## src/rtl/cic_pkg.sv

```systemverilog
// Shared CIC definitions: default sample width, sample type and modulo subtraction.
package cic_pkg;

  localparam int unsigned CIC_BITS = 10;

  typedef logic [CIC_BITS-1:0] sample_t;

  // Modulo-2^CIC_BITS difference; integrator wrap-around cancels through this.
  function automatic sample_t wrap_sub(input sample_t a, input sample_t b);
    return CIC_BITS'(a - b);
  endfunction

endpackage

```

## src/rtl/cic_decimating_comb_if.sv

```systemverilog
// Sample stream bus between the integrator chain and the decimating comb.
interface cic_decimating_comb_if
  import cic_pkg::*;
#(
  parameter int unsigned BITS = CIC_BITS
);

  logic [BITS-1:0] stream_in;
  logic            valid;
  logic [BITS-1:0] stream_out;
  logic            out_valid;
  logic            ready;

  modport master (
    output stream_in, valid,
    input  stream_out, out_valid, ready
  );

  modport slave (
    input  stream_in, valid,
    output stream_out, out_valid, ready
  );

endinterface

```

## src/rtl/comb_stage.sv

```systemverilog
// One comb section at the decimated rate: y = x - x delayed by DELAY strobes.
module comb_stage
  import cic_pkg::*;
#(
  parameter int unsigned BITS  = CIC_BITS,
  parameter int unsigned DELAY = 1
) (
  input  logic            clk,
  input  logic            rst,
  input  logic [BITS-1:0] x,
  input  logic            in_strb,
  output logic [BITS-1:0] y,
  output logic            out_strb
);

  logic [DELAY-1:0][BITS-1:0] r_dl;
  logic [BITS-1:0]            r_y;
  logic                       r_strb;

  // History only shifts on strobes, so DELAY counts decimated samples.
  always_ff @(posedge clk or posedge rst) begin
    if (rst) begin
      r_dl   <= '0;
      r_y    <= '0;
      r_strb <= 1'b0;
    end else begin
      r_strb <= in_strb;
      if (in_strb) begin
        r_y     <= BITS'(x - r_dl[DELAY-1]);
        r_dl[0] <= x;
        for (int i = 1; i < int'(DELAY); i++) begin
          r_dl[i] <= r_dl[i-1];
        end
      end
    end
  end

  assign y        = r_y;
  assign out_strb = r_strb;

endmodule

```

## src/rtl/cic_decimating_comb.sv

```systemverilog
// CIC decimator back end: picks every RATE-th valid sample and runs it through STAGES combs.
module cic_decimating_comb
  import cic_pkg::*;
#(
  parameter int unsigned BITS   = CIC_BITS,
  parameter int unsigned RATE   = 4,
  parameter int unsigned STAGES = 2,
  parameter int unsigned DELAY  = 1
) (
  input logic                 clk,
  input logic                 rst,
  cic_decimating_comb_if.slave bus
);

  localparam int unsigned CNT_W = (RATE > 1) ? $clog2(RATE) : 1;

  logic [CNT_W-1:0] r_cnt;
  logic             r_ready;
  logic             w_d0;
  logic [BITS-1:0]  w_x [STAGES+1];
  logic             w_d [STAGES+1];

  assign w_d0 = bus.valid && (r_cnt == CNT_W'(RATE - 1));

  // Phase counter only moves on valid samples, so input gaps are transparent.
  always_ff @(posedge clk or posedge rst) begin
    if (rst) begin
      r_cnt <= '0;
    end else if (bus.valid) begin
      if (w_d0) begin
        r_cnt <= '0;
      end else begin
        r_cnt <= r_cnt + CNT_W'(1);
      end
    end
  end

  // Set on the same edge that raises out_valid so both appear together.
  always_ff @(posedge clk or posedge rst) begin
    if (rst) begin
      r_ready <= 1'b0;
    end else if (w_d[STAGES-1]) begin
      r_ready <= 1'b1;
    end
  end

  assign w_x[0] = bus.stream_in;
  assign w_d[0] = w_d0;

  for (genvar g = 0; g < int'(STAGES); g++) begin : g_comb
    comb_stage #(
      .BITS  (BITS),
      .DELAY (DELAY)
    ) u_comb_stage (
      .clk      (clk),
      .rst      (rst),
      .x        (w_x[g]),
      .in_strb  (w_d[g]),
      .y        (w_x[g+1]),
      .out_strb (w_d[g+1])
    );
  end

  assign bus.stream_out = w_x[STAGES];
  assign bus.out_valid  = w_d[STAGES];
  assign bus.ready      = r_ready;

endmodule
```

## src/flat_wrapper.sv

```systemverilog
// flat-port wrapper written by rule: the top's interface ports become plain ports
module cic_decimating_comb_flat import cic_pkg::*;
#(
  parameter int unsigned BITS   = CIC_BITS,
  parameter int unsigned RATE   = 4,
  parameter int unsigned STAGES = 2,
  parameter int unsigned DELAY  = 1
)
  (clk, rst, bus_stream_in, bus_valid, bus_stream_out, bus_out_valid, bus_ready);
  cic_decimating_comb_if #(.BITS(BITS)) bus_i ();
  input logic clk;
  input logic rst;
  input wire logic [$bits(bus_i.stream_in)-1:0] bus_stream_in;
  input wire logic [$bits(bus_i.valid)-1:0] bus_valid;
  output wire logic [$bits(bus_i.stream_out)-1:0] bus_stream_out;
  output wire logic [$bits(bus_i.out_valid)-1:0] bus_out_valid;
  output wire logic [$bits(bus_i.ready)-1:0] bus_ready;
  assign bus_i.stream_in = bus_stream_in;
  assign bus_i.valid = bus_valid;
  assign bus_stream_out = bus_i.stream_out;
  assign bus_out_valid = bus_i.out_valid;
  assign bus_ready = bus_i.ready;
  cic_decimating_comb #(.BITS(BITS), .RATE(RATE), .STAGES(STAGES), .DELAY(DELAY)) u_core (.clk(clk), .rst(rst), .bus(bus_i));
endmodule
```

## config.mk

```make
export PLATFORM = sky130hd
export DESIGN_NAME = cic_decimating_comb_flat
export DESIGN_NICKNAME = d
export VERILOG_FILES = /design/src/rtl/cic_pkg.sv /design/src/rtl/cic_decimating_comb_if.sv /design/src/rtl/comb_stage.sv /design/src/rtl/cic_decimating_comb.sv /design/src/flat_wrapper.sv
export SDC_FILE = /design/constraint.sdc
export NUM_CORES = 1
export LEC_CHECK = 0
export ABC_CLOCK_PERIOD_IN_PS = 3500
export BUFFER_PORTS_ARGS = -buffer_cell sky130_fd_sc_hd__buf_4
export CAP_MARGIN = 10
export CORE_ASPECT_RATIO = 1.5
export CORE_UTILIZATION = 38
export DETAILED_ROUTE_END_ITERATION = 6
export GPL_TIMING_DRIVEN = 0
export PLACE_DENSITY_LB_ADDON = 0.3
export RECOVER_POWER = 25
export SYNTH_ARGS = -nofsm -noshare
export SYNTH_HDL_FRONTEND = slang
export SYNTH_SLANG_ARGS = --single-unit
```

## constraint.sdc

```tcl
create_clock -name clk -period 3.5 [get_ports clk]
set_input_delay 0.175 -clock clk [delete_from_list [all_inputs] [get_ports clk]]
set_output_delay 0.175 -clock clk [all_outputs]
set_load 0.01 [all_outputs]
```

-- Word level (Yosys, flattened, before mapping)
Index checks and enable logic that the tools add are counted.
- $mul: 0
- bitwise gates (word level): 0
- add/sub/neg operators: 3
- shift-type cells: 0
- divide/modulo/power cells: 0
- reductions and logical operators: 1
- magnitude comparators: 0
- multiplexer cells: 1
- eq/ne operators: 1
- operators by type and width (kind ; count):
    10-bit subtractor ; 2
    2-bit by 1-bit adder with 2-bit output (second input constant) ; 1
    2-bit == test (second input constant) ; 1
    2-bit 2-to-1 mux ; 1
    1-bit logical AND ; 1
- latch bits: 0
- bits in writable memories: 0
- output and inout bits: 12
- memory bits (read-only): 0
- bits of input ports: 13
- memories kept: 0
- register bits: 45

-- Longest topological paths before layout
Gate-level depths: netlist (run 1).
- depth in word-level cells: 3
- mapped depth: 9
- gate-level depth less buffers: 9

-- Cells and area by module
From an unflattened synthesis (run 1), not the netlist that was laid out.
- cell total of the unflattened synthesis: 256
- area, all modules: 2473.6 sq um
- by module, submodules not included (module ; cells each ; area each (sq um) ; times used):
    comb_stage ; 123 ; 1171.1 ; 2
    cic_decimating_comb ; 10 ; 131.4 ; 1

-- Least setup slack after synthesis (run 1)
OpenSTA, ideal clock, no wires.
- path kind: register to register
- from: register u_core.g_comb[0].u_comb_stage.r_y[0]
- to: register u_core.g_comb[1].u_comb_stage.r_y[8]
- setup time: 0.125 ns
- path slack: 1.466 ns
- stages on the path, launching flop included: 10
- data required time: 3.375 ns
- arrival: 1.909 ns
- path through: dfrtp_1 -> inv_1 -> ha_1 -> inv_1 -> fa_1 -> a211oi_2 -> o211ai_1 -> a31oi_1 -> xnor2_1 -> mux2_4
- word-level cells in the longest chain between the ends: 1
- ends and longest elaborated chain (item ; line ; text):
    start, declared ; comb_stage.sv:17 ; logic [BITS-1:0] r_y;
    start signal, assigned ; comb_stage.sv:29 ; r_y <= BITS'(x - r_dl[DELAY-1]);
    10-bit subtractor ; comb_stage.sv:29 ;
    end signal, assigned ; comb_stage.sv:29 ;
    end, declared ; comb_stage.sv:17 ;
Every way passes these cells.
A chain may end at the register's enable or synchronous reset.

==> tab_implementation.tex, run 1 <==
\begin{tabular}{lr}
\hline
Metric & Value \\
\hline
\multicolumn{2}{l}{\textbf{Setup path}} \\
Critical path class & primary input to async pin \\
Crit path DAT & 2.53 ns \\
CP max FO & 35 \\
Critical Path RT & 3.57 ns \\
Register-to-Register Path Depth & 9 \\
Critical path buffer and inverter count & 4 \\
Gate family responsible for the most delay along the worst path & buffers and inverters \\
Critical path endpoint category & async pin \\
CP Depth & 4 \\
Critical path's largest stage delay & 1.36 ns \\
Slowest cell on the critical path & sky130\_fd\_sc\_hd\_\_clkbuf\_1 \\
Sequence of cells on the critical path & dlygate4sd3\_1, clkbuf\_4, inv\_1, clkbuf\_1 \\
CP startpoint kind & primary input \\
\multicolumn{2}{l}{\textbf{Hold path}} \\
Path category of the worst min-delay check & primary input to register \\
Cells on Worst Hold Path & 2 \\
\multicolumn{2}{l}{\textbf{Outcome}} \\
Run status & finished, violations left \\
Failing checks & max-capacitance violations, max-slew violations \\
\multicolumn{2}{l}{\textbf{Timing}} \\
Maximum frequency from static timing analysis & 407 MHz \\
Post-route fraction of the period consumed by the critical path & 70.3\% \\
Slack of the critical path & 1.04 ns \\
Setup violation total in the final timing report & 0 \\
Worst Tran Pin Value & 1.82 ns \\
Shortest period the worst path allows & 2.46 ns \\
Worst slew margin relative to its limit & -21.5\% \\
Max-slew violation total from the final report & 36 \\
Worst setup skew after layout & 0.00552 ns \\
Final total negative setup slack & 0 ns \\
Number of hold violations in the final report & 0 \\
RSZ-0062 raised after global routing & false \\
\multicolumn{2}{l}{\textbf{Floorplanning}} \\
Number of placed I/O pins & 25 \\
Die Span X & 67.5 um \\
Number of placement rows & 35 \\
DIE AREA & 0.00676 mm\^{}2 \\
Core ar. & 0.00617 mm\^{}2 \\
Die height & 100 um \\
Starting density of the core & 39.6\% \\
\multicolumn{2}{l}{\textbf{GRT}} \\
Via count of the first global-routing pass & 1953 \\
Maximum number of pins on one net before global-route repair & 36 \\
Antenna violations before repair & 0 \\
Total track usage & 16.2\% \\
GR Overflow Total & 0 \\
Global-route wire length before repair & 8400 um \\
\multicolumn{2}{l}{\textbf{CTS}} \\
Buffer cell driving the clock tree root & sky130\_fd\_sc\_hd\_\_clkbuf\_8 \\
Skew-Pair Late Insertion Delay & 0.30 ns \\
Post CTS Setup Buffer Count & 0 \\
Max Buffers Root-to-Sink & 2 \\
Number of clock sinks seen by CTS & 45 \\
Num CTS Buffers & 5 \\
CTS tree & yes \\
Clk pin slew, worst setup/hold paths & 0.08 ns \\
Level count of the clock H-tree & 2 \\
\multicolumn{2}{l}{\textbf{Route}} \\
Starting DRC count in detailed routing & 52 \\
Remaining DRCs & 0 \\
Count of antenna-violating nets left after detailed routing & 0 \\
DRT Pass-1 Iters & 4 \\
Vias post-DR & 1853 \\
WL per Instance & 12.4 um \\
Number of vias per cell after detailed routing & 5.09 \\
WL final & 4510 um \\
\multicolumn{2}{l}{\textbf{Finish}} \\
Area of the multi-input gates & 0.00120 mm\^{}2 \\
Register area & 0.00113 mm\^{}2 \\
Commonest cells after routing, fill and taps aside & sky130\_fd\_sc\_hd\_\_dfrtp\_1, sky130\_fd\_sc\_hd\_\_nand2\_1, sky130\_fd\_sc\_hd\_\_o21ai\_0 \\
Net count, final & 323 \\
Number of antenna repair diodes & 0 \\
Leading cell type in the layout, fill and taps excluded & sky130\_fd\_sc\_hd\_\_dfrtp\_1 \\
Fraction of layout instances using a drive strength above 1 & 14.5\% \\
Fillers & 628 \\
Area growth from synthesis to layout & 16.5\% \\
\multicolumn{2}{l}{\textbf{Power}} \\
Max rail drop VDD & 321 uV \\
Power density over cell area & 947 mW/mm\^{}2 \\
Static Leakage & 1.32 nW \\
\multicolumn{2}{l}{\textbf{Place}} \\
Placer Congestion & 0.885 \\
Pre-CTS worst setup slack & 1.25 ns \\
Half-perimeter wire length after placement & 3550 um \\
Count of buffers from port buffering & 24 \\
\multicolumn{2}{l}{\textbf{Synth}} \\
Mean area per synthesized cell & 9.55 um\^{}2 \\
Leading register cell type out of synthesis & sky130\_fd\_sc\_hd\_\_dfrtp\_1 \\
Yosys warns & 0 \\
FF+latch count, synth & 45 \\
Syn Nets & 290 \\
Fraction of registers with async set or reset after synthesis & 100\% \\
Synthesized cell area & 0.00244 mm\^{}2 \\
Distinct cells, synth & 34 \\
Number of enable-type register cells in the synthesized netlist & 0 \\
Proportion of synthesized chip area in sequential cells & 46.1\% \\
Cells after synthesis & 256 \\
\multicolumn{2}{l}{\textbf{Flow run}} \\
Maximum Capacitance Violations & 1 \\
\hline
\end{tabular}
==> flip-flops by register name, summed over array words and instances, names as in the netlist <==
name                                 cells
u_core.r_cnt                             2
u_core.g_comb.u_comb_stage.out_strb      2
u_core.g_comb.u_comb_stage.y            20
u_core.bus.ready                         1
u_core.g_comb.u_comb_stage.r_dl         20
==> cell usage after synthesis (all sizes together) (4+ instances only) <==
| cell | count | area (um^2) |
|---|---|---|
| nor3 | 5 | 25.0 |
| clkbuf | 7 | 26.3 |
| xnor2 | 4 | 35.0 |
| inv | 24 | 90.1 |
| a211oi | 6 | 50.1 |
| dfrtp | 45 | 1130 |
| xor2 | 6 | 52.6 |
| o21a | 7 | 52.6 |
| nand2 | 38 | 143 |
| ha | 19 | 238 |
| mux2 | 8 | 93.8 |
| nor2 | 11 | 41.3 |
| a21oi | 10 | 50.1 |
| o21ai | 37 | 185 |
==> worst reg2reg max path: stages (launching register included) <==
cell	delay [ns]
sky130_fd_sc_hd__dfrtp_1	0.40
sky130_fd_sc_hd__inv_1	0.06
sky130_fd_sc_hd__ha_1	0.16
sky130_fd_sc_hd__inv_1	0.06
sky130_fd_sc_hd__fa_1	0.44
sky130_fd_sc_hd__a211oi_2	0.30
sky130_fd_sc_hd__o211ai_1	0.18
sky130_fd_sc_hd__a31oi_1	0.22
sky130_fd_sc_hd__xnor2_1	0.09
sky130_fd_sc_hd__mux2_4	0.25
==> area by class of cell <==
class                      instances  area share, %
multi-input combinational        179           42.1
sequential                        45           39.6
timing repair buffer              26           6.81
inverter                          25           3.30
tap                               74           3.25
clock buffer                       7           3.03
clock inverter                     1           1.05
buffer                             7          0.923
==> power by group <==
part           internal, mW  leakage [nW]  switching (mW)
registers             0.751         0.554           0.119
clock network         0.233        0.0585           0.175
logic                 0.645         0.706           0.773
==> stage by stage <==
step	instance area, um^2	hold slack (ns)	util, %	instances	power [mW]
finish	2850	0.0714	46.1	364	2.70
global route	2850	0.0576	46.1	364	2.99
CTS	2860	0.0623	46.4	364	2.74
detailed placement	2740	0.134	44.3	355	2.31
global placement	2720	0.381	44.0	354	2.25
floorplan	2440	0.268	-	256	1.94
==> cell families after synthesis <==
logic type | count (synthesis) | share of synthesized area [%]
AO/OA/AOI/OAI | 76 | 18.8
XOR/XNOR | 10 | 3.58
adder cells (fa/ha/maj) | 21 | 11.4
buffers and inverters | 32 | 4.92
flip-flops | 45 | 46.1
multiplexers | 10 | 4.66
AND/OR/NAND/NOR | 62 | 10.6
==> worst paths after layout <==
path	end	slack (ns)	from
setup / recovery	u_core.g_comb[1].u_comb_stage.y[6]$_DFFE_PP0P_	1.04	rst
hold / removal	u_core.r_cnt[0]$_DFFE_PP0P_	0.07	bus_valid
setup reg to reg	u_core.g_comb[1].u_comb_stage.y[8]$_DFFE_PP0P_	1.23	u_core.g_comb[0].u_comb_stage.y[0]$_DFFE_PP0P_
hold reg to reg	u_core.g_comb[1].u_comb_stage.out_strb$_DFF_PP0_	0.44	u_core.g_comb[0].u_comb_stage.out_strb$_DFF_PP0_
max in group clk	u_core.g_comb[1].u_comb_stage.y[8]$_DFFE_PP0P_	1.23	u_core.g_comb[0].u_comb_stage.y[0]$_DFFE_PP0P_
min in group asynchronous	u_core.r_cnt[0]$_DFFE_PP0P_	0.42	rst
==> per-layer routing <==
layer / routed length, um / GRT usage [%]
met5: 0 / 0
met4: 110 / 8.18
met3: 126 / 3.18
met2: 2440 / 28.8
met1: 1830 / 17.6
==> what timing repair did <==
action | in CTS | in global routing
gates resized for setup | 0 | 0
endpoints found under the setup margin | 0 | 0
hold buffers | 1 | 0
endpoints found under the hold margin | 10 | 0
Note: power is estimated with default switching activity, not from simulation.
==> run 2, diff against run 1 <==
--- a/config.mk
+++ b/config.mk
@@ -5,7 +5,8 @@
 export SDC_FILE = /design/constraint.sdc
 export NUM_CORES = 1
 export LEC_CHECK = 0
-export ABC_CLOCK_PERIOD_IN_PS = 3500
+export ABC_AREA = 1
+export ABC_CLOCK_PERIOD_IN_PS = 2100
 export BUFFER_PORTS_ARGS = -buffer_cell sky130_fd_sc_hd__buf_4
 export CAP_MARGIN = 10
 export CORE_ASPECT_RATIO = 1.5
==> constraint.sdc (replaced) <==
create_clock -name clk -period 2.1 [get_ports clk]
set_input_delay 0.105 -clock clk [delete_from_list [all_inputs] [get_ports clk]]
set_output_delay 0.105 -clock clk [all_outputs]
set_load 0.01 [all_outputs]
==> run 2 against run 1 <==
The flow now finishes without violations. Die area increased by 5.2%. Critical endpoint is now u_core.g_comb[0].u_comb_stage.y[6]$_DFFE_PP0P_. Via count up 12%. Global-route usage hardly changed. Cell area rose by 5.1%. Largest cell class unchanged.
==> tab_implementation.tex, run 2 <==
\begin{tabular}{lr}
\hline
Metric & Value \\
\hline
\multicolumn{2}{l}{\textbf{Floorplanning}} \\
Die height & 103 um (+2.6\%) \\
Die Span X & 69.2 um (+2.5\%) \\
Number of placed I/O pins & 25 (unchanged) \\
DIE AREA & 0.00711 mm\^{}2 (+5.2\%) \\
Core ar. & 0.00653 mm\^{}2 (+5.8\%) \\
Number of placement rows & 36 (+2.9\%) \\
Starting density of the core & 39.4\% (-0.17 points) \\
\multicolumn{2}{l}{\textbf{GRT}} \\
Antenna violations before repair & 0 (unchanged) \\
GR Overflow Total & 0 (unchanged) \\
Maximum number of pins on one net before global-route repair & 37 (+2.8\%) \\
Global-route wire length before repair & 9160 um (+8.9\%) \\
Via count of the first global-routing pass & 2119 (+8.5\%) \\
Total track usage & 16.2\% (about the same) \\
\multicolumn{2}{l}{\textbf{Power}} \\
Share of total power in combinational logic & 54.9\% (+2.3 points) \\
Max rail drop VDD & 739 uV (+130\%) \\
Sw frac & 43.8\% (+4.2 points) \\
Proportion of power drawn by flip-flops and latches & 30.7\% (-1.6 points) \\
Net switching power & 2.08 mW (+95\%) \\
Power density over cell area & 1590 mW/mm\^{}2 (+68\%) \\
Static Leakage & 1.59 nW (+20\%) \\
Clk pwr share & 14.5\% (-0.6 points) \\
Internal cell power & 2.67 mW (+64\%) \\
\multicolumn{2}{l}{\textbf{Finish}} \\
Commonest cells after routing, fill and taps aside & sky130\_fd\_sc\_hd\_\_nand2\_1, sky130\_fd\_sc\_hd\_\_dfrtp\_1, sky130\_fd\_sc\_hd\_\_inv\_1 \\
Net count, final & 395 (+22\%) \\
Leading cell type in the layout, fill and taps excluded & sky130\_fd\_sc\_hd\_\_nand2\_1 \\
Area growth from synthesis to layout & 16.2\% \\
Number of antenna repair diodes & 0 (unchanged) \\
Fillers & 662 (+5.4\%) \\
Fraction of layout instances using a drive strength above 1 & 14.4\% (-0.12 points) \\
\multicolumn{2}{l}{\textbf{Setup path}} \\
Critical path class & register to register \\
Register-to-Register Path Depth & 9 (unchanged) \\
CP startpoint kind & register \\
Crit path DAT & 2.00 ns (-0.53 ns) \\
Critical R2R Capture & u\_core.g\_comb[0].u\_comb\_stage.y[6]\$\_DFFE\_PP0P\_ \\
Critical Path RT & 2.29 ns (-1.28 ns) \\
Critical path endpoint category & register \\
CP max FO & 3 (-91\%) \\
Reg-to-reg startpoint & u\_core.g\_comb[0].u\_comb\_stage.r\_dl[0]\$\_DFFE\_PP0P\_ \\
Worst R2R Setup Slack & 0.29 ns (-0.94 ns) \\
\multicolumn{2}{l}{\textbf{Timing}} \\
Worst setup skew after layout & 0.0144 ns (+0.00886 ns) \\
RSZ-0062 raised after global routing & false \\
Maximum frequency from static timing analysis & 551 MHz \\
Worst hold slack after final layout & 0.0219 ns (-0.0495 ns) \\
Post-route fraction of the period consumed by the critical path & 86.4\% \\
Worst slew margin relative to its limit & 42.3\% (+64 points) \\
Max-slew violation total from the final report & 0 (-100\%) \\
Number of hold violations in the final report & 0 (unchanged) \\
Setup violation total in the final timing report & 0 (unchanged) \\
Shortest period the worst path allows & 1.81 ns \\
Worst Tran Pin Value & 0.865 ns (-0.956 ns) \\
Final total negative setup slack & 0 ns (unchanged) \\
\multicolumn{2}{l}{\textbf{CTS}} \\
Max Buffers Root-to-Sink & 2 (unchanged) \\
Skew-Pair Late Insertion Delay & 0.30 ns (about the same) \\
Num CTS Buffers & 5 (unchanged) \\
Number of gates given a new drive strength after cts & 0 (unchanged) \\
Level count of the clock H-tree & 2 (unchanged) \\
Buffer cell driving the clock tree root & sky130\_fd\_sc\_hd\_\_clkbuf\_8 \\
CTS tree & yes \\
Clk pin slew, worst setup/hold paths & 0.09 ns (about the same) \\
Number of clock sinks seen by CTS & 45 (unchanged) \\
\multicolumn{2}{l}{\textbf{Hold path}} \\
Path category of the worst min-delay check & primary input to register \\
Cells on Worst Hold Path & 3 (+1) \\
Source of the worst hold timing path & bus\_stream\_in[9] \\
End point of the most critical hold path & u\_core.g\_comb[0].u\_comb\_stage.r\_dl[9]\$\_DFFE\_PP0P\_ \\
\multicolumn{2}{l}{\textbf{Place}} \\
Count of buffers from port buffering & 24 (unchanged) \\
Placer Congestion & 0.854 (-3.5\%) \\
Half-perimeter wire length after placement & 3930 um (+11\%) \\
\multicolumn{2}{l}{\textbf{Synth}} \\
Leading register cell type out of synthesis & sky130\_fd\_sc\_hd\_\_dfrtp\_1 \\
Post-synth top area share & 43.8\% (-2.3 points) \\
Cells after synthesis & 327 (+28\%) \\
XOR/XNOR Fraction of Synth Area & 2.04\% (-1.5 points) \\
Largest area contributor in the netlist & sky130\_fd\_sc\_hd\_\_dfrtp\_1 \\
Multiplexer share of the synthesized area & 0.438\% (-4.2 points) \\
Fraction of registers with async set or reset after synthesis & 100\% (unchanged) \\
Dominant cell by count in the synthesized netlist & sky130\_fd\_sc\_hd\_\_nand2\_1 \\
FF+latch count, synth & 45 (unchanged) \\
Syn Nets & 361 (+24\%) \\
Distinct cells, synth & 25 (-26\%) \\
Combinational family with the most area after synthesis & simple AND/OR/NAND/NOR gates \\
Main area contributors after synthesis & sky130\_fd\_sc\_hd\_\_dfrtp\_1, sky130\_fd\_sc\_hd\_\_nand2\_1, sky130\_fd\_sc\_hd\_\_ha\_1 \\
Synthesized cell area & 0.00257 mm\^{}2 (+5.3\%) \\
Share of synthesized cell area in full adder, half adder and majority cells & 10.8\% (-0.57 points) \\
Synth Area in Compound Gates & 9.58\% (-9.2 points) \\
Yosys warns & 0 (unchanged) \\
Leading post-synthesis cells by instance count & sky130\_fd\_sc\_hd\_\_nand2\_1, sky130\_fd\_sc\_hd\_\_dfrtp\_1, sky130\_fd\_sc\_hd\_\_inv\_1 \\
Proportion of synthesized chip area in sequential cells & 43.8\% (-2.3 points) \\
Number of enable-type register cells in the synthesized netlist & 0 (unchanged) \\
Mean area per synthesized cell & 7.87 um\^{}2 (-18\%) \\
Post-Synth Simple-Gate Area & 25.5\% (+15 points) \\
\multicolumn{2}{l}{\textbf{Flow run}} \\
Maximum Capacitance Violations & 0 (-1) \\
\multicolumn{2}{l}{\textbf{Route}} \\
Remaining DRCs & 0 (unchanged) \\
Vias post-DR & 2080 (+12\%) \\
WL per Instance & 11.6 um (-6.0\%) \\
Count of antenna-violating nets left after detailed routing & 0 (unchanged) \\
Number of vias per cell after detailed routing & 4.75 (-6.7\%) \\
Starting DRC count in detailed routing & 98 (+88\%) \\
WL final & 5100 um (+13\%) \\
DRT Pass-1 Iters & 4 (unchanged) \\
\multicolumn{2}{l}{\textbf{Outcome}} \\
Run status & finished, final reports clean \\
\hline
\end{tabular}
-- run 2: cell count changes after synthesis, moves of 5 or more --
cell and delta:
sky130_fd_sc_hd__nand2_1 +75, sky130_fd_sc_hd__nand3_1 +23, sky130_fd_sc_hd__inv_1 +18, sky130_fd_sc_hd__o21ai_0 -11, sky130_fd_sc_hd__clkbuf_1 -6, sky130_fd_sc_hd__mux2_2 -6, sky130_fd_sc_hd__a211oi_1 -5, sky130_fd_sc_hd__nor3_1 -5
sky130_fd_sc_hd__o21a_1 -5
-- run 2: cell type report --
type                            count  area (um^2)  area share, %
Sequential cell                    45         1130           37.7
Buffer                              6         33.8           1.13
Inverter                           45          169           5.65
Timing Repair Buffer               27          205           6.86
Clock inverter                      1         30.0           1.00
Multi-Input combinational cell    231         1240           41.6
Tap cell                           76         95.1           3.18
Clock buffer                        7         86.3           2.89
-- run 2: critical path, stage by stage, from the launching register on --
cell and delay [ns]:
sky130_fd_sc_hd__dfrtp_1 0.36, sky130_fd_sc_hd__ha_1 0.23, sky130_fd_sc_hd__inv_1 0.09, sky130_fd_sc_hd__fa_1 0.38, sky130_fd_sc_hd__nand2_1 0.13, sky130_fd_sc_hd__nand3_1 0.12
sky130_fd_sc_hd__nand3_1 0.09, sky130_fd_sc_hd__nand2_1 0.06, sky130_fd_sc_hd__o21ai_0 0.18, sky130_fd_sc_hd__nand2_1 0.09
-- run 2: worst max path at each step --
stage                                                            from                                              to  cells past startpoint
finish              u_core.g_comb[0].u_comb_stage.r_dl[0]$_DFFE_PP0P_  u_core.g_comb[0].u_comb_stage.y[6]$_DFFE_PP0P_                      9
global route        u_core.g_comb[0].u_comb_stage.r_dl[0]$_DFFE_PP0P_  u_core.g_comb[0].u_comb_stage.y[6]$_DFFE_PP0P_                     10
CTS                 u_core.g_comb[0].u_comb_stage.r_dl[0]$_DFFE_PP0P_  u_core.g_comb[0].u_comb_stage.y[6]$_DFFE_PP0P_                      9
detailed placement  u_core.g_comb[0].u_comb_stage.r_dl[0]$_DFFE_PP0P_  u_core.g_comb[0].u_comb_stage.y[6]$_DFFE_PP0P_                      9
global placement                                                  rst  u_core.g_comb[1].u_comb_stage.y[0]$_DFFE_PP0P_                      2
floorplan           u_core.g_comb[0].u_comb_stage.r_dl[0]$_DFFE_PP0P_  u_core.g_comb[0].u_comb_stage.y[6]$_DFFE_PP0P_                      9
-- run 2: power by group through the flow --
stage / combinational [mW] / clock (mW) / sequential, mW
after floorplan: 1.95 / 0 / 1.47
after global placement: 2.55 / 0 / 1.46
after detailed placement: 2.61 / 0 / 1.48
after CTS: 2.63 / 0.708 / 1.47
after global routing: 3.05 / 0.738 / 1.50
final: 2.61 / 0.687 / 1.46
-- run 2: kinds of logic after synthesis --
kind of cell,Yosys count
simple gates,159
buf+inv,51
flops,45
compound gates,44
fa+ha+maj,21
xor+xnor,6
mux,1
-- run 2: routing by layer --
metal  global-route usage [%]  vias up  part of all wire (%)  wire length, um
li1                         -     1102                     -                -
met1                     17.3      921                    41             2100
met2                     30.3       36                    52             2660
met3                     2.44       21                   2.5              129
met4                     9.73        0                   4.1              207
met5                        0        -                     0                0
-- run 2: per-stage QoR --
step                setup slack (ns)  std cells  power [mW]  area [um^2]  util (%)
CTS                            0.278        438        4.80         3010      46.0
floorplan                      0.515        327        3.43         2570         -
detailed placement             0.308        428        4.09         2870      43.9
global route                   0.149        438        5.29         2990      45.8
global placement               0.289        427        4.00         2850      43.6
finish                         0.286        438        4.75         2990      45.8
-- run 2: what timing repair did --
item | in CTS | in global routing
hold endpoints to repair | 10 | 0
hold buffers | 2 | 0
buffers inserted | 0 | 0
